`config.mk`:
```
export PLATFORM = sky130hd
export DESIGN_NAME = interface_input
export DESIGN_NICKNAME = d
export VERILOG_FILES = /design/src/rtl/cordic_pkg.sv /design/src/rtl/skid_buffer.sv /design/src/rtl/interface_input.sv
export SDC_FILE = /design/constraint.sdc
export NUM_CORES = 1
export LEC_CHECK = 0
export CAP_MARGIN = 20
export CORE_MARGIN = 8
export CORE_UTILIZATION = 48
export DETAILED_ROUTE_END_ITERATION = 8
export PLACE_DENSITY = 0.84
export SLEW_MARGIN = 20
export SYNTH_ARGS = -nofsm -noshare
export SYNTH_HDL_FRONTEND = slang
export SYNTH_SLANG_ARGS = --single-unit
```
`constraint.sdc`:
```
create_clock -name clk -period 1.6 [get_ports clk]
set_input_delay 0.32 -clock clk [delete_from_list [all_inputs] [get_ports clk]]
set_output_delay 0.32 -clock clk [all_outputs]
set_load 0.01 [all_outputs]
```
`src/rtl/cordic_pkg.sv`:
```
// Shared formats and encodings for the CORDIC input and output interfaces.
package cordic_pkg;

  localparam int INPUT_WIDTH               = 16;
  localparam int INPUT_INT_WIDTH           = 7;
  localparam int INPUT_FRAC_WIDTH          = 8;
  localparam int ITERATION_WORD_WIDTH      = 32;
  localparam int ITERATION_WORD_INT_WIDTH  = 12;
  localparam int ITERATION_WORD_FRAC_WIDTH = 20;
  localparam int FLIP_FLAG_WIDTH           = 1;

  // Left shift that aligns the input binary point with the iteration word.
  localparam int CONV_SHIFT = ITERATION_WORD_FRAC_WIDTH - INPUT_FRAC_WIDTH;

  // Flip flag encoding: 1 means x was negated on the way in.
  localparam logic [FLIP_FLAG_WIDTH-1:0] FLIP_NONE    = '0;
  localparam logic [FLIP_FLAG_WIDTH-1:0] FLIP_NEGATED = FLIP_FLAG_WIDTH'(1);

  typedef struct packed {
    logic [ITERATION_WORD_WIDTH-1:0] degree;
    logic [ITERATION_WORD_WIDTH-1:0] x;
    logic [ITERATION_WORD_WIDTH-1:0] y;
    logic [FLIP_FLAG_WIDTH-1:0]      flip;
    logic                            arctan_en;
  } core_payload_t;

  // Sign-extend an input sample and move its binary point to the internal position.
  function automatic logic [ITERATION_WORD_WIDTH-1:0] to_iter_word(
    input logic [INPUT_WIDTH-1:0] v
  );
    logic signed [ITERATION_WORD_WIDTH-1:0] ext;
    ext = signed'({{(ITERATION_WORD_WIDTH-INPUT_WIDTH){v[INPUT_WIDTH-1]}}, v});
    return ext <<< CONV_SHIFT;
  endfunction

endpackage

```
`src/rtl/skid_buffer.sv`:
```
// Two-entry valid/ready skid buffer: an output register plus one skid register.
// in_ready is registered (it is simply "skid empty") so the upstream ready path
// carries no combinational dependence on out_ready.
module skid_buffer #(
  parameter int WIDTH = 8
) (
  input  logic             clk,
  input  logic             rst,
  input  logic [WIDTH-1:0] in_data,
  input  logic             in_valid,
  output logic             in_ready,
  output logic [WIDTH-1:0] out_data,
  output logic             out_valid,
  input  logic             out_ready
);

  logic             out_valid_q, out_valid_d;
  logic [WIDTH-1:0] out_data_q,  out_data_d;
  logic             skid_valid_q, skid_valid_d;
  logic [WIDTH-1:0] skid_data_q,  skid_data_d;
  logic             in_fire;
  logic             load_out;

  assign in_ready  = !skid_valid_q;
  assign out_valid = out_valid_q;
  assign out_data  = out_data_q;
  assign in_fire   = in_valid && !skid_valid_q;
  assign load_out  = !out_valid_q || out_ready;

  // Next-state: refill the output register from the skid first, else from the input;
  // park the input in the skid when the output register is stalled.
  always_comb begin
    out_valid_d  = out_valid_q;
    out_data_d   = out_data_q;
    skid_valid_d = skid_valid_q;
    skid_data_d  = skid_data_q;
    if (load_out) begin
      if (skid_valid_q) begin
        out_valid_d  = 1'b1;
        out_data_d   = skid_data_q;
        skid_valid_d = 1'b0;
      end else begin
        out_valid_d = in_fire;
        if (in_fire) begin
          out_data_d = in_data;
        end
      end
    end else if (in_fire) begin
      skid_valid_d = 1'b1;
      skid_data_d  = in_data;
    end
  end

  // State registers with synchronous reset; reset also clears payloads so outputs read 0.
  always_ff @(posedge clk) begin
    if (rst) begin
      out_valid_q  <= 1'b0;
      out_data_q   <= '0;
      skid_valid_q <= 1'b0;
      skid_data_q  <= '0;
    end else begin
      out_valid_q  <= out_valid_d;
      out_data_q   <= out_data_d;
      skid_valid_q <= skid_valid_d;
      skid_data_q  <= skid_data_d;
    end
  end

endmodule

```
`src/rtl/interface_input.sv`:
```
// CORDIC front-end: converts input samples to the iteration-word format, folds
// negative x into the right half-plane in arctan mode, and buffers toward stage 0.
module interface_input
  import cordic_pkg::*;
(
  input  logic                            clk,
  input  logic                            rst,
  input  logic [INPUT_WIDTH-1:0]          degree_in,
  input  logic [INPUT_WIDTH-1:0]          x_in,
  input  logic [INPUT_WIDTH-1:0]          y_in,
  input  logic                            arctan_en_in,
  input  logic                            valid_in,
  output logic                            ready_in,
  input  logic                            core_ready,
  output logic [ITERATION_WORD_WIDTH-1:0] degree_core,
  output logic [ITERATION_WORD_WIDTH-1:0] x_core,
  output logic [ITERATION_WORD_WIDTH-1:0] y_core,
  output logic [FLIP_FLAG_WIDTH-1:0]      flip_core,
  output logic                            arctan_en_core,
  output logic                            valid_core
);

  // Reject format combinations that would need a right shift or lose integer bits.
  if (CONV_SHIFT < 0) begin : g_bad_shift
    $error("interface_input: iteration word has fewer fraction bits than the input");
  end
  if (INPUT_INT_WIDTH + 1 > ITERATION_WORD_INT_WIDTH) begin : g_bad_int
    $error("interface_input: iteration word integer field too narrow for input");
  end
  if (INPUT_WIDTH != 1 + INPUT_INT_WIDTH + INPUT_FRAC_WIDTH) begin : g_bad_in_fmt
    $error("interface_input: input format fields do not add up to INPUT_WIDTH");
  end

  core_payload_t in_payload;
  core_payload_t out_payload;
  logic [ITERATION_WORD_WIDTH-1:0] x_conv;
  logic                            do_fold;

  assign x_conv  = to_iter_word(x_in);
  assign do_fold = arctan_en_in && x_in[INPUT_WIDTH-1];

  // Pack the converted sample; negation is done at full word width so 0x8000 folds exactly.
  always_comb begin
    in_payload           = '0;
    in_payload.arctan_en = arctan_en_in;
    in_payload.y         = to_iter_word(y_in);
    in_payload.degree    = arctan_en_in ? '0 : to_iter_word(degree_in);
    in_payload.x         = do_fold ? (~x_conv + 1'b1) : x_conv;
    in_payload.flip      = do_fold ? FLIP_NEGATED : FLIP_NONE;
  end

  skid_buffer #(
    .WIDTH($bits(core_payload_t))
  ) u_skid (
    .clk       (clk),
    .rst       (rst),
    .in_data   (in_payload),
    .in_valid  (valid_in),
    .in_ready  (ready_in),
    .out_data  (out_payload),
    .out_valid (valid_core),
    .out_ready (core_ready)
  );

  assign degree_core    = out_payload.degree;
  assign x_core         = out_payload.x;
  assign y_core         = out_payload.y;
  assign flip_core      = out_payload.flip;
  assign arctan_en_core = out_payload.arctan_en;

endmodule
```
Word-level counts from Yosys, hierarchy flattened
Cells that the tools add are included.
- latch bits: 0
- output and inout port bits: 100
- word-level logic and storage cells: 22
- memories: 0
- RAM bits: 0
- register bits: 186
- bits of input ports: 53
- ROM bits: 0
- magnitude comparators: 0
- $add $sub $neg: 1
- div/mod/pow operators: 0
- shift operators: 0
- reduce and logical (&&, ||, !) cells: 9
- $mul: 0
- multiplexer cells: 6
- eq/ne operators: 0
- bitwise logic cells: 2
- operators by type and width (operator ; count):
    $mux 98 ; 2
    $mux 32 ; 2
    $add 32x1->32 const B ; 1
    $not 32->32 ; 1
    $reduce_and 2->1 ; 2
    $logic_and 1x1->1 ; 2
    $logic_not 1->1 ; 2
    $mux 1 ; 2
    $reduce_bool 2->1 ; 1
    $reduce_or 2->1 ; 1
    $logic_or 1x1->1 ; 1
    $not 1->1 ; 1

Depth between registers and ports, before layout
Gate-level depths: netlist of the first run.
- depth in word-level cells: 5
- depth in mapped cells: 8
- depth with buffers taken out: 7

By module
A second synthesis of the first run with hierarchy kept.
- cells, all modules: 959
- area, all modules: 8451.9 um^2
- by module, submodules not included (module ; instances ; seq. area each (um^2) ; area each (um^2) ; cells each):
    skid_buffer ; 1 ; 3963.8 ; 7953.9 ; 883
    interface_input ; 1 ; 0.0 ; 498.0 ; 76

Worst setup path after synthesis of the first run
OpenSTA, ideal clock, no wires.
- path type: input -> register
- start point: in x_in[0]
- end point: reg u_skid.out_data_q[50], in the netlist u_skid.out_data[50]
- data required time: 1535 ps
- setup time: 65 ps
- data arrival time: 1367 ps
- buffers on the path: 0
- slack: 168 ps
- cell stages on the path: 7
- path through: inv_1 > ha_1 > nor3b_1 > or3_1 > a31oi_1 > mux2i_1 > nor2_1
- word-level cells in the longest chain between the ends: 5
- ends and longest elaborated chain (what ; RTL line ; source):
    start, declared ; interface_input.sv:9 ; input logic [INPUT_WIDTH-1:0] x_in,
    $not 32->32 ; interface_input.sv:48 ; in_payload.x = do_fold ? (~x_conv + 1'b1) : x_conv;
    $add 32x1->32 ; interface_input.sv:48 ;
    $mux 32 ; interface_input.sv:48 ;
    $mux 98 ; skid_buffer.sv:44 ; if (in_fire) begin
    $mux 98 ; skid_buffer.sv:38 ; if (skid_valid_q) begin
    end signal, assigned ; skid_buffer.sv:63 ; out_data_q <= out_data_d;
    end, declared ; skid_buffer.sv:18 ; logic [WIDTH-1:0] out_data_q, out_data_d;
Every way passes these cells. The select of a mux whose other input is x is not followed.
A chain may end at the register's enable or synchronous reset.

Worst setup path after layout of the first run
- start point: in x_in[0]
- end point: reg u_skid.skid_data_q[59]
- word-level cells in the longest chain between the ends: 3
- ends and longest elaborated chain (what ; RTL line ; source):
    $not 32->32 ; interface_input.sv:48 ;
    $add 32x1->32 ; interface_input.sv:48 ;
    $mux 32 ; interface_input.sv:48 ;
    end signal, assigned ; skid_buffer.sv:65 ; skid_data_q <= skid_data_d;
    end, declared ; skid_buffer.sv:20 ; logic [WIDTH-1:0] skid_data_q, skid_data_d;
Every way passes these cells.

==> impl_results.md, run 1 <==
- Status: finished clean
- Number of vias in the routed layout: 4,737
- Violation count after the first detailed-routing iteration: 362
- Filler-free cell count of the finished design: 893
- Logic depth of the worst setup path including buffers: 7
- Sequential share of the synthesized area: 42.3%
- CTS tree: yes
- Core occupancy in the finished layout: 63.8%
- Maximum capacitance violations: 0
- Data arrival at the endpoint of the critical path: 1830 ps
- Worst hold path endpoint: u_skid.out_data[52]$_SDFFE_PP0P_
- Internal reg-to-reg setup slack: around 150 ps
- CTS H-Tree Depth: 3
- Die Footprint: 14,400 µm²
- Maximum clock rate: 647 MHz
- Drc violations: 0
- Maximum number of pins on one net before global-route repair: 49
- Residual overflow from global routing: 0
- Routability congestion estimate: 0.921
- Number of max-slew violations in the final report: 0
- Worst-case clock skew: about 13 ps
- Number of instances on the worst hold path: 2
- Height of the die: approximately 120 µm
- Mean routed wirelength per cell: approximately 16 µm
- Kind of end point of the critical path: flop
- Cell Area, Placed: 6550 µm²
- Clock Latency Late Sink: 380 ps
- Cell taking the most area after synthesis: sky130_fd_sc_hd__dfxtp_1
- Largest vdd supply drop: approximately 0.00045 V
- Area added between synthesis and finish: 31.1%
- Root buffer cell: sky130_fd_sc_hd__clkbuf_8
- Distinct cell type count of the synthesized netlist: 54
- Min-delay src: rst
- Effective utilization at floorplan: between 40 and 50%
- Cells after synthesis: 620
- Maximum fanout along the worst path: 4
- Die X: 120 µm
- Number of cells on the worst reg-to-reg path: 6
- Ranking of synthesized cells by area: sky130_fd_sc_hd__dfxtp_1 (42%), sky130_fd_sc_hd__buf_4 (7.5%), sky130_fd_sc_hd__a21oi_1 (5.9%), sky130_fd_sc_hd__a211oi_1 (5.5%), sky130_fd_sc_hd__nand2_1 (5.5%)
- Antenna-violating nets left: 0
- Layout cell share with drive strength beyond 1: 13.3%
- Netlist area before placement: 5210 µm²
- Mean instance size in the synthesized netlist: about 8.4 µm²
- Vias per cell: 5.30
- Count of placed standard cells including taps: 869
- Number of antenna violations at the first check in global routing: 0
- WL final: 14,100 µm
- Top-area cell type share of the netlist area: 42.3%
- Cts bufs inserted: 9
- Total chip power: 5.69 mW
- Critical path data required time: 1890 ps
- Slowest Stage Delay on Critical Path: 410 ps
- Final count of hold timing violations: 0
- Total number of nets in the final design: 802
- Wire length of the first global-routing pass: 22,400 µm
- Sinks on the clock net: 110
- GRT Util Overall: 18.8%
- Category of cells accounting for the largest share of critical-path delay: buffers and inverters
- Number of failing setup endpoints in the final timing report: 0
- Post-layout instance area: 6830 µm²
- Number of global-route vias before repair: 4,761
- Max Buffers Root-to-Sink: 2
- PortBufs: 116
- # rows: 38
- Async S/R FF share, synth: 0%
- Critical Path Slowest Stage Cell: sky130_fd_sc_hd__clkdlybuf4s50_1
- DP HPWL: a little over 10,000 µm
- Setup total negative slack: 0 ps
- Crit path cell chain: clkdlybuf4s50_1, buf_4, nor2_2, nand4_1, o21bai_2, xor2_1, a21oi_1
- Leakage power summed over all cells: 2.97 nW
- Count of buffering cells on the critical path with inverters included: 2
- Ys Warns: 0
- CTS clk-pin slew, worst paths: 110 ps
- Launch point of the worst reg-to-reg path: u_skid.skid_valid_q$_SDFFE_PP0P_
- Flop and latch count out of synthesis: 110
- Kind of path behind the tightest hold check: in -> reg
- Worst setup SP type: primary input
- Number of optimization iterations in the first detailed-route pass: 4
- Core Box Area: roughly 11,000 µm²
- Post-route fraction of the period consumed by the critical path: 96.5%
- Dominant register cell in the synthesized netlist: sky130_fd_sc_hd__dfxtp_1
- Startpoint-to-endpoint class of the critical path: in -> reg
- Number of enable-type register cells in the synthesized netlist: 0
- Minimum clock period after layout: 1540 ps
- R2r endpoint: u_skid.skid_data_q[50]$_SDFFE_PP0P_
- Power density of the placed cells: 833 nW/µm²
- Number of diodes: 0
- Top Ports: roughly 150
## what timing repair did
| action | 4_1_cts | 5_1_grt |
|---|---|---|
| setup buffers | 0 | 7 |
| hold buffers | 0 | 0 |
| gates resized for setup | 57 | 26 |
| hold endpoints to repair | 0 | 0 |
| setup endpoints to repair | 65 | 30 |
| cloned | 0 | 1 |
| pin swaps | 0 | 8 |
## cells by family after synthesis
kind of cell	synth area share (%)
other	0.0720
flip-flops	42.3
buffers and inverters	11.3
AND/OR/NAND/NOR	21.2
adder cells (fa/ha/maj)	0.240
XOR/XNOR	1.68
multiplexers	4.52
AO/OA/AOI/OAI	18.7
## how the worst max path moves through the flow
stage	from	to
global placement	x_in[0]	u_skid.out_data[57]$_SDFFE_PP0P_
detailed placement	core_ready	u_skid.out_data[24]$_SDFFE_PP0P_
floorplan	x_in[0]	u_skid.out_data[50]$_SDFFE_PP0P_
global route	x_in[0]	u_skid.skid_data_q[59]$_SDFFE_PP0P_
finish	x_in[0]	u_skid.skid_data_q[59]$_SDFFE_PP0P_
CTS	u_skid.out_data[83]$_SDFFE_PP0P_	degree_core[17]
## flip-flops by register name (all words and copies together) (netlist names)
register / flops
u_skid.skid_data_q: 54
u_skid.skid_valid_q: 1
u_skid.out_data: 54
u_skid.out_valid: 1
## per-layer routing
layer,share of wire [%],global-route usage (%),up-vias
met5,0,0,-
met4,2.5,9.45,0
met3,5.5,3.05,27
met2,51,34.6,143
met1,41,20.5,2240
li1,-,-,2327
## where the power goes
part | leakage [nW] | internal, mW | switching (mW)
Combinational | 1.98 | 0.541 | 0.598
Clock | 0.0917 | 0.588 | 1.00
Sequential | 0.902 | 2.88 | 0.0779
Total | 2.97 | 4.01 | 1.68
## layout make-up
type | count | area (µm²)
timing repair buffer | 175 | 1660
multi-input combinational | 447 | 2580
clock inverter | 7 | 58.8
inverter | 5 | 18.8
sequential | 110 | 2210
tap | 140 | 175
clock buffer | 9 | 124
fill | 914 | 3870
## layout by cell type (no fill, tap or decap), types with 2 or more instances in the layout
cell	Yosys	final
sky130_fd_sc_hd__nor3b_1	18	18
sky130_fd_sc_hd__conb_1	1	36
sky130_fd_sc_hd__clkinv_4	0	3
sky130_fd_sc_hd__nand3b_1	20	20
sky130_fd_sc_hd__nand4_1	2	2
sky130_fd_sc_hd__o211ai_1	2	2
sky130_fd_sc_hd__a32oi_1	2	2
sky130_fd_sc_hd__mux2i_1	22	22
sky130_fd_sc_hd__nor3_1	24	24
sky130_fd_sc_hd__o21ai_2	0	2
sky130_fd_sc_hd__a21oi_1	61	61
sky130_fd_sc_hd__or3_1	2	2
sky130_fd_sc_hd__dlygate4sd2_1	0	52
sky130_fd_sc_hd__buf_4	52	55
sky130_fd_sc_hd__o21ai_1	8	6
sky130_fd_sc_hd__clkdlybuf4s50_1	0	41
sky130_fd_sc_hd__dfxtp_1	110	107
sky130_fd_sc_hd__nor2_1	68	67
sky130_fd_sc_hd__xnor2_1	3	3
sky130_fd_sc_hd__a31oi_1	6	5
sky130_fd_sc_hd__dfxtp_2	0	2
sky130_fd_sc_hd__xor2_1	7	7
sky130_fd_sc_hd__buf_12	0	4
sky130_fd_sc_hd__a41oi_1	2	2
sky130_fd_sc_hd__nand3_1	4	4
sky130_fd_sc_hd__a311oi_1	2	2
sky130_fd_sc_hd__clkbuf_8	0	9
sky130_fd_sc_hd__o21ai_0	11	11
sky130_fd_sc_hd__a211oi_1	38	38
sky130_fd_sc_hd__nand2b_1	4	3
sky130_fd_sc_hd__a21bo_2	2	2
sky130_fd_sc_hd__dlymetal6s2s_1	0	22
sky130_fd_sc_hd__o21bai_1	3	3
sky130_fd_sc_hd__nand2_1	76	76
sky130_fd_sc_hd__inv_1	4	4
## cells in the mapped netlist, drive strengths merged, types with 3 or more instances
cell    instances
o211ai          3
nor3b          19
nand3b         20
dfxtp         110
a211oi         39
nor3           26
o21bai          4
nand2          77
a31oi           6
mux2i          22
nor2           68
clkbuf         18
a21oi          61
inv             5
o21ai          19
nand2b          4
xor2            7
nand3           5
xnor2           3
buf            75
## metrics by stage
stage / setup WS, ps / hold slack, ps
floorplan: 168 / 431
global placement: -379 / 439
detailed placement: -469 / 445
CTS: 0.748 / 320
global route: -18.4 / 359
finish: 55.5 / 327
Power figures use the tool's default switching activity.
==> inputs of run 2 (changes only) <==
--- a/config.mk
+++ b/config.mk
@@ -7,10 +7,12 @@
 export LEC_CHECK = 0
 export CAP_MARGIN = 20
 export CORE_MARGIN = 8
-export CORE_UTILIZATION = 48
+export CORE_UTILIZATION = 54
+export CTS_CLUSTER_DIAMETER = 200
 export DETAILED_ROUTE_END_ITERATION = 8
-export PLACE_DENSITY = 0.84
+export PLACE_DENSITY = 0.85
 export SLEW_MARGIN = 20
 export SYNTH_ARGS = -nofsm -noshare
 export SYNTH_HDL_FRONTEND = slang
+export SYNTH_HIERARCHICAL = 1
 export SYNTH_SLANG_ARGS = --single-unit
==> run 2 against run 1 <==
Compared with the run above: the run now ends with negative setup slack left; power rose by 100%; largest power group unchanged; highest routed layer unchanged; via count rose by 65%; combinational power rose by 58%.
==> impl_results.md, run 2 <==
- DP HPWL: 15,500 µm (+53%)
- Minimum clock period after layout: 1640 ps (+98.2 ps)
- Kind of end point of the critical path: flop
- Top cell by count, worst path: sky130_fd_sc_hd__buf_6
- CTS clk-pin slew, worst paths: 70 ps (-40 ps)
- Leakage power summed over all cells: 4.49 nW (+51%)
- Worst-case clock skew: 11.4 ps (-1.64 ps)
- Worst hold path endpoint: u_skid/skid_data_q[35]$_SDFFE_PP0P_
- Final count of hold timing violations: 0 (unchanged)
- Post-route fraction of the period consumed by the critical path: 103% (+6.1 points)
- Distinct cell type count of the synthesized netlist: 41 (-24%)
- CTS H-Tree Depth: 4 (+1)
- Number of enable-type register cells in the synthesized netlist: 0 (unchanged)
- Multi-input logic area: 4510 µm² (+75%)
- Launch point of the worst reg-to-reg path: u_skid/skid_valid_q$_SDFFE_PP0P_
- Largest vdd supply drop: 0.000756 V (+69%)
- Pre-CTS worst setup slack: -801 ps (-332 ps)
- Number of global-route vias before repair: 7,746 (+63%)
- Maximum clock rate: 609 MHz (-6.0%)
- Worst setup SP type: primary input
- Clock Latency Late Sink: 440 ps (+60 ps)
- Proportion of power drawn by the clock network: 38.7% (+11 points)
- CTS tree: yes
- GRT Util Overall: 23.6% (+4.8 points)
- # rows: 45 (+18%)
- Core occupancy in the finished layout: 76.0% (+12 points)
- Most common library cells after synthesis: sky130_fd_sc_hd__nand2_1 (199), sky130_fd_sc_hd__a21oi_1 (198), sky130_fd_sc_hd__dfxtp_1 (198), sky130_fd_sc_hd__mux2i_1 (98), sky130_fd_sc_hd__a211oi_1 (78)
- Maximum fanout along the worst path: 3 (-1)
- Vias per cell: 5.51 (+3.9%)
- Antenna-violating nets left: 0 (unchanged)
- Number of antenna violations at the first check in global routing: 0 (unchanged)
- Sinks on the clock net: 198 (+80%)
- Height of the die: 141 µm (+17%)
- Routability congestion estimate: 0.932 (+1.2%)
- Maximum number of pins on one net before global-route repair: 59 (+20%)
- Sequential share of the synthesized area: 46.9% (+4.6 points)
- Root buffer cell: sky130_fd_sc_hd__clkbuf_16
- Logic pwr share: 15.4% (-4.6 points)
- Mean instance size in the synthesized netlist: 8.81 µm² (+4.9%)
- Slowest Stage Delay on Critical Path: 550 ps (+140 ps)
- Dominant register cell in the synthesized netlist: sky130_fd_sc_hd__dfxtp_1
- Filler Cells Inserted: 1,103 (+21%)
- Top Ports: 153 (unchanged)
- Die Footprint: 19,900 µm² (+38%)
- Cells after synthesis: 959 (+55%)
- Total chip power: 11.7 mW (+100%)
- Number of optimization iterations in the first detailed-route pass: 5 (+1)
- WL final: 24,300 µm (+73%)
- Layout cell share with drive strength beyond 1: 14.5% (+1.2 points)
- Kind of path behind the tightest hold check: in -> reg
- Status: finished with violations
- Hold buffer count at CTS: 0 (unchanged)
- Most frequent cells in the layout: sky130_fd_sc_hd__nand2_1 (197), sky130_fd_sc_hd__dfxtp_1 (197), sky130_fd_sc_hd__a21oi_1 (196), sky130_fd_sc_hd__dlygate4sd2_1 (101), sky130_fd_sc_hd__mux2i_1 (98)
- Filler-free cell count of the finished design: 1,417 (+59%)
- Ranking of synthesized cells by area: sky130_fd_sc_hd__dfxtp_1 (47%), sky130_fd_sc_hd__a21oi_1 (12%), sky130_fd_sc_hd__mux2i_1 (12%), sky130_fd_sc_hd__nand2_1 (8.8%), sky130_fd_sc_hd__a211oi_1 (6.9%)
- Data arrival at the endpoint of the critical path: 1990 ps (+160 ps)
- PortBufs: 152 (+31%)
- Critical Path Slowest Stage Cell: sky130_fd_sc_hd__or4_4
- Netlist area before placement: 8450 µm² (+62%)
- Min-delay src: rst
- Critical path data required time: 1950 ps (+60 ps)
- Wire length of the first global-routing pass: 38,400 µm (+71%)
- Power Internal: 8.53 mW (+110%)
- Cell taking the most area after synthesis: sky130_fd_sc_hd__dfxtp_1
- Die X: 141 µm (+17%)
- Effective utilization at floorplan: 55.4% (+6.7 points)
- Top-area cell type share of the netlist area: 46.9% (+4.6 points)
- Number of max-slew violations in the final report: 0 (unchanged)
- Number of diodes: 0 (unchanged)
- Area added between synthesis and finish: 37.2%
- Most common cell in the synthesized netlist: sky130_fd_sc_hd__nand2_1
- Final WS setup: -42.7 ps (-98.2 ps)
- R2r endpoint: u_skid/out_data[18]$_SDFFE_PP0P_
- Number of instances on the worst hold path: 2 (unchanged)
- Drc violations: 0 (unchanged)
- Flop and latch count out of synthesis: 198 (+80%)
- Setup repair after global routing missed its margin: true
- Internal reg-to-reg setup slack: 140 ps (about the same)
- Maximum capacitance violations: 0 (unchanged)
- Ys Warns: 6 (+6)
- Count of placed standard cells including taps: 1,378 (+59%)
- Max Buffers Root-to-Sink: 2 (unchanged)
- Core Box Area: 15,300 µm² (+43%)
- Residual overflow from global routing: 0 (unchanged)
- Violation count after the first detailed-routing iteration: 510 (+41%)
- Number of vias in the routed layout: 7,809 (+65%)
- Number of failing setup endpoints in the final timing report: 2 (+2)
- Violated checks: negative setup slack
- Sequential share of power: 45.8% (-6.3 points)
- Mean routed wirelength per cell: 17.2 µm (+8.8%)
- Total number of nets in the final design: 1,247 (+55%)
- Crit path cell chain: buf_6, or4_4, buf_6, o41ai_4, xnor2_2, mux2i_1, a211oi_1
- Power density of the placed cells: 1010 nW/µm² (+21%)
- Area used by sequential logic in the layout: 3970 µm² (+80%)
- Startpoint-to-endpoint class of the critical path: in -> reg
- Number of cells on the worst reg-to-reg path: 4 (-2)
- WHS: 277 ps (-50.7 ps)
- Switching power summed over all nets: 3.13 mW (+87%)
- Net switching share of the total power: 26.9% (-2.6 points)
- Cts bufs inserted: 17 (+8)
- Async S/R FF share, synth: 0% (unchanged)
-- run 2: changes by cell type after synthesis, moves of 20 or more --
cell | before | now
sky130_fd_sc_hd__nand2_1 | 76 | 199
sky130_fd_sc_hd__nand3b_1 | 20 | 0
sky130_fd_sc_hd__a21oi_1 | 61 | 198
sky130_fd_sc_hd__dfxtp_1 | 110 | 198
sky130_fd_sc_hd__clkbuf_1 | 18 | 54
sky130_fd_sc_hd__a211oi_1 | 38 | 78
sky130_fd_sc_hd__mux2i_1 | 22 | 98
sky130_fd_sc_hd__buf_4 | 52 | 2
sky130_fd_sc_hd__nor3_1 | 24 | 4
sky130_fd_sc_hd__nor2_1 | 68 | 6
-- run 2: worst max-delay path by stage --
stage	startpoint	endpoint	slack, ps
2_1_floorplan	x_in[8]	u_skid/out_data[60]$_SDFFE_PP0P_	-150
3_3_place_gp	x_in[0]	u_skid/out_data[60]$_SDFFE_PP0P_	-650
3_5_place_dp	x_in[0]	u_skid/out_data[60]$_SDFFE_PP0P_	-800
4_1_cts	x_in[0]	u_skid/out_data[60]$_SDFFE_PP0P_	2
5_1_grt	x_in[15]	u_skid/out_data[57]$_SDFFE_PP0P_	-90
6_report	x_in[11]	u_skid/out_data[60]$_SDFFE_PP0P_	-40
-- run 2: timing repair --
action                     in CTS  in global routing
resized for setup             134                 29
pin swaps                      13                 18
gates cloned                    0                  0
setup endpoints to repair     119                 21
setup buffers                   4                  3
-- run 2: kinds of logic (layout without fill, tap and decap cells) --
group | after synthesis | after routing | synth area share (%)
flops | 198 | 198 | 46.9
xor+xnor | 12 | 12 | 1.24
buf+inv | 94 | 270 | 4.99
simple gates | 246 | 246 | 12.3
compound gates | 309 | 309 | 22.8
mux | 98 | 98 | 11.6
other cells | 1 | 72 | 0.0444
fa+ha+maj | 1 | 1 | 0.148
-- run 2: power groups by stage --
stage               Combinational, mW  Sequential [mW]  Clock (mW)
floorplan                       0.829             5.52           0
global placement                 1.83             5.45           0
detailed placement               1.87             5.46           0
CTS                              1.76             5.34        4.55
global route                     1.94             5.37        4.74
finish                           1.80             5.35        4.52
-- run 2: through the flow --
stage          cell area [µm²]  setup TNS, ps
2_1_floorplan             8740           -363
3_3_place_gp             10900         -35650
3_5_place_dp             10900         -43760
4_1_cts                  11500              0
5_1_grt                  11600           -271
6_report                 11600          -57.0
-- run 2: final cells by class --
class                      count  share of cell area [%]
multi-input combinational    738                    38.9
sequential                   198                    34.2
timing repair buffer         234                    19.1
clock buffer                  17                    3.67
tap                          211                    2.28
clock inverter                15                    1.71
inverter                       4                   0.140
-- run 2: routing by layer --
layer	wire length [µm]	vias to the layer above	GRT usage, %
li1	-	3781	-
met1	10100	3709	27.1
met2	12200	268	41.4
met3	1430	51	5.50
met4	562	0	9.79
met5	0	-	0
-- run 2: critical path: cells and delay by family --
family                 cells  cell delay, ps
buffers and inverters      2             230
AND/OR/NAND/NOR            1             550
XOR/XNOR                   1             170
AO/OA/AOI/OAI              2             590
multiplexers               1             120
==> inputs of run 3 (changes only) <==
--- a/config.mk
+++ b/config.mk
@@ -7,10 +7,11 @@
 export LEC_CHECK = 0
 export CAP_MARGIN = 20
 export CORE_MARGIN = 8
-export CORE_UTILIZATION = 54
+export CORE_UTILIZATION = 57
 export CTS_CLUSTER_DIAMETER = 200
 export DETAILED_ROUTE_END_ITERATION = 8
-export PLACE_DENSITY = 0.85
+export DONT_BUFFER_PORTS = 1
+export PLACE_DENSITY = 0.75
 export SLEW_MARGIN = 20
 export SYNTH_ARGS = -nofsm -noshare
 export SYNTH_HDL_FRONTEND = slang
==> run 3 against run 2 <==
Compared with the run above: the run ends with negative hold slack left; global-route usage is 2.1 points lower; power is 5.0% lower; sequential cell count stayed put; sequential power is 3% higher; via count is 14% lower; die area is 4.7% lower; worst hold slack worse by 290 ps; routed wire length is 13% lower; non-clock buffer count is 206 lower; count of clock-buffer cells in the layout stayed put; maximum frequency is 7.3% higher.
==> impl_results.md, run 3 (synthesis gave the netlist of run 2 again) <==
- Status: finished with violations
- Violated checks: negative hold slack
- Drc violations: 0 (unchanged)
- Vias per cell: 5.69 (+3.3%)
- PortBufs: 0 (-100%)
- Area added between synthesis and finish: 14.0%
- Height of the die: 138 µm (-2.4%)
- Cts bufs inserted: 17 (unchanged)
- Maximum clock rate: 653 MHz (+7.3%)
- Min-delay src: rst
- Minimum clock period after layout: 1530 ps (-112 ps)
- Most frequent cells in the layout: sky130_fd_sc_hd__nand2_1 (199), sky130_fd_sc_hd__a21oi_1 (198), sky130_fd_sc_hd__dfxtp_1 (197), sky130_fd_sc_hd__mux2i_1 (98), sky130_fd_sc_hd__a211oi_1 (78)
- Root buffer cell: sky130_fd_sc_hd__clkbuf_16
- Launch point of the worst reg-to-reg path: u_skid/skid_valid_q$_SDFFE_PP0P_
- Data arrival at the endpoint of the critical path: 1210 ps (-780 ps)
- Transition time at the pin with the least slew margin: 583 ps
- Wire length of the first global-routing pass: 32,800 µm (-15%)
- Logic depth of the worst setup path including buffers: 2 (-5)
- WL final: 21,200 µm (-13%)
- Residual overflow from global routing: 0 (unchanged)
- Total number of nets in the final design: 1,041 (-17%)
- Largest vdd supply drop: 0.000663 V (-12%)
- Number of global-route vias before repair: 6,097 (-21%)
- Most common library cell in the layout ignoring fill and taps: sky130_fd_sc_hd__nand2_1
- R2r endpoint: u_skid/out_data[32]$_SDFFE_PP0P_
- Startpoint-to-endpoint class of the critical path: reg -> out
- Sequential share of power: 49.6% (+3.8 points)
- GRT Util Overall: 21.6% (-2.1 points)
- Slowest Stage Delay on Critical Path: 420 ps (-130 ps)
- Number of vias in the routed layout: 6,741 (-14%)
- Switching power summed over all nets: 2.93 mW (-6.5%)
- # rows: 44 (-2.2%)
- Routability congestion estimate: 0.823 (-12%)
- Post-route fraction of the period consumed by the critical path: 95.7% (-7.0 points)
- Core Box Area: 14,500 µm² (-4.7%)
- Internal reg-to-reg setup slack: 80 ps (-60 ps)
- Layout cell share with drive strength beyond 1: 9.50% (-5.0 points)
- Leakage power summed over all cells: 3.25 nW (-28%)
- Effective utilization at floorplan: 58.2% (+2.8 points)
- Top Ports: 153 (unchanged)
- Final count of hold timing violations: 2 (+2)
- Maximum fanout along the worst path: 40 (+37)
- Power Internal: 8.15 mW (-4.4%)
- Category of cells accounting for the largest share of critical-path delay: flip-flops
- Power density of the placed cells: 1150 nW/µm² (+14%)
- Die Footprint: 19,000 µm² (-4.7%)
- Maximum capacitance violations: 0 (unchanged)
- DP HPWL: 12,000 µm (-23%)
- Number of instances on the worst hold path: 1 (-1)
- Worst hold path endpoint: u_skid/out_data[39]$_SDFFE_PP0P_
- Number of optimization iterations in the first detailed-route pass: 5 (unchanged)
- Violation count after the first detailed-routing iteration: 565 (+11%)
- Worst setup SP type: flop
- Critical Path Slowest Stage Cell: sky130_fd_sc_hd__dfxtp_4
- Kind of path behind the tightest hold check: in -> reg
- Number of diodes: 0 (unchanged)
- WHS: -17.8 ps (-294 ps)
- Count of buffering cells on the critical path with inverters included: 2 (unchanged)
- Worst-case clock skew: 7.19 ps (-4.20 ps)
- Sinks on the clock net: 198 (unchanged)
- Clock Latency Late Sink: 430 ps (about the same)
- CTS H-Tree Depth: 4 (unchanged)
- Die X: 138 µm (-2.4%)
- Antenna-violating nets left: 0 (unchanged)
- Number of cells on the worst reg-to-reg path: 4 (unchanged)
- CTS tree: yes
- Number of max-slew violations in the final report: 0 (unchanged)
- Setup total negative slack: 0 ps (+57.0 ps)
- Critical path data required time: 1280 ps (-670 ps)
- Kind of end point of the critical path: primary output
- Max Buffers Root-to-Sink: 2 (unchanged)
- Crit path cell chain: buf_16, inv_4
- Number of antenna violations at the first check in global routing: 0 (unchanged)
- Setup repair after global routing missed its margin: false
- CTS clk-pin slew, worst paths: 80 ps (about the same)
- Net switching share of the total power: 26.4% (-0.45 points)
- Maximum number of pins on one net before global-route repair: 199 (+240%)
- Number of failing setup endpoints in the final timing report: 0 (-2)
- Logic pwr share: 9.0% (-6.4 points)
- Total chip power: 11.1 mW (-5.0%)
- Mean routed wirelength per cell: 17.9 µm (+4.2%)
- Proportion of power drawn by the clock network: 41.4% (+2.7 points)
- Max-slew headroom at the worst pin: 61.0%
## run 3: changes by cell type in the layout (fill, tap and decap cells not counted), moves of 3 or more
cell                              change
sky130_fd_sc_hd__buf_4               -47
sky130_fd_sc_hd__dlygate4sd2_1      -101
sky130_fd_sc_hd__clkinv_4             -3
sky130_fd_sc_hd__buf_6                -4
sky130_fd_sc_hd__clkdlybuf4s15_1      -4
sky130_fd_sc_hd__buf_12               -9
sky130_fd_sc_hd__clkdlybuf4s50_1     -38
sky130_fd_sc_hd__inv_8                +3
sky130_fd_sc_hd__clkinv_2             -3
sky130_fd_sc_hd__clkbuf_2             -5
## run 3: what timing repair did
item / CTS / global route
hold endpoints to repair: 198 / 34
cloned: 1 / 1
gates resized for setup: 3 / 2
setup endpoints to repair: 1 / 22
setup buffers: 0 / 1
## run 3: layout make-up
type	instances	area (µm²)
tap	184	230
multi-input combinational	738	4400
fill	1182	4890
timing repair buffer	28	387
sequential	198	3970
clock inverter	15	210
inverter	4	17.5
clock buffer	17	425
## run 3: worst max-delay path by stage
stage,end,from
after floorplan,u_skid/out_data[60]$_SDFFE_PP0P_,x_in[8]
after global placement,u_skid/out_data[60]$_SDFFE_PP0P_,x_in[0]
after detailed placement,u_skid/out_data[60]$_SDFFE_PP0P_,x_in[0]
after CTS,u_skid/skid_data_q[93]$_SDFFE_PP0P_,u_skid/out_valid$_SDFFE_PP0P_
after global routing,ready_in,u_skid/skid_valid_q$_SDFFE_PP0P_
final,ready_in,u_skid/skid_valid_q$_SDFFE_PP0P_
## run 3: through the flow
stage | area [µm²] | worst slack, ps | instances | util, %
3_3_place_gp | 8900 | -199 | 1147 | 61.2
6_report | 9640 | 69.0 | 1184 | 66.3
2_1_floorplan | 8740 | -146 | 1030 | -
5_1_grt | 9640 | 10.8 | 1184 | 66.3
4_1_cts | 9580 | 3.09 | 1180 | 65.9
3_5_place_dp | 8900 | -276 | 1147 | 61.2
## run 3: per-layer routing
metal  wire, µm  GRT usage (%)  vias to the layer above
met5          0              0                        -
met4        340           6.93                        0
met3       1620           5.98                       27
met2      10200           34.1                      192
met1       9030           27.9                     3164
li1           -              -                     3358
## run 3: power by group through the flow
stage | Clock [mW] | Sequential [mW] | Combinational, mW
detailed placement | 0 | 5.61 | 0.949
finish | 4.59 | 5.49 | 1.00
CTS | 4.65 | 5.50 | 0.963
global placement | 0 | 5.61 | 0.926
global route | 4.85 | 5.53 | 1.11
floorplan | 0 | 5.52 | 0.829
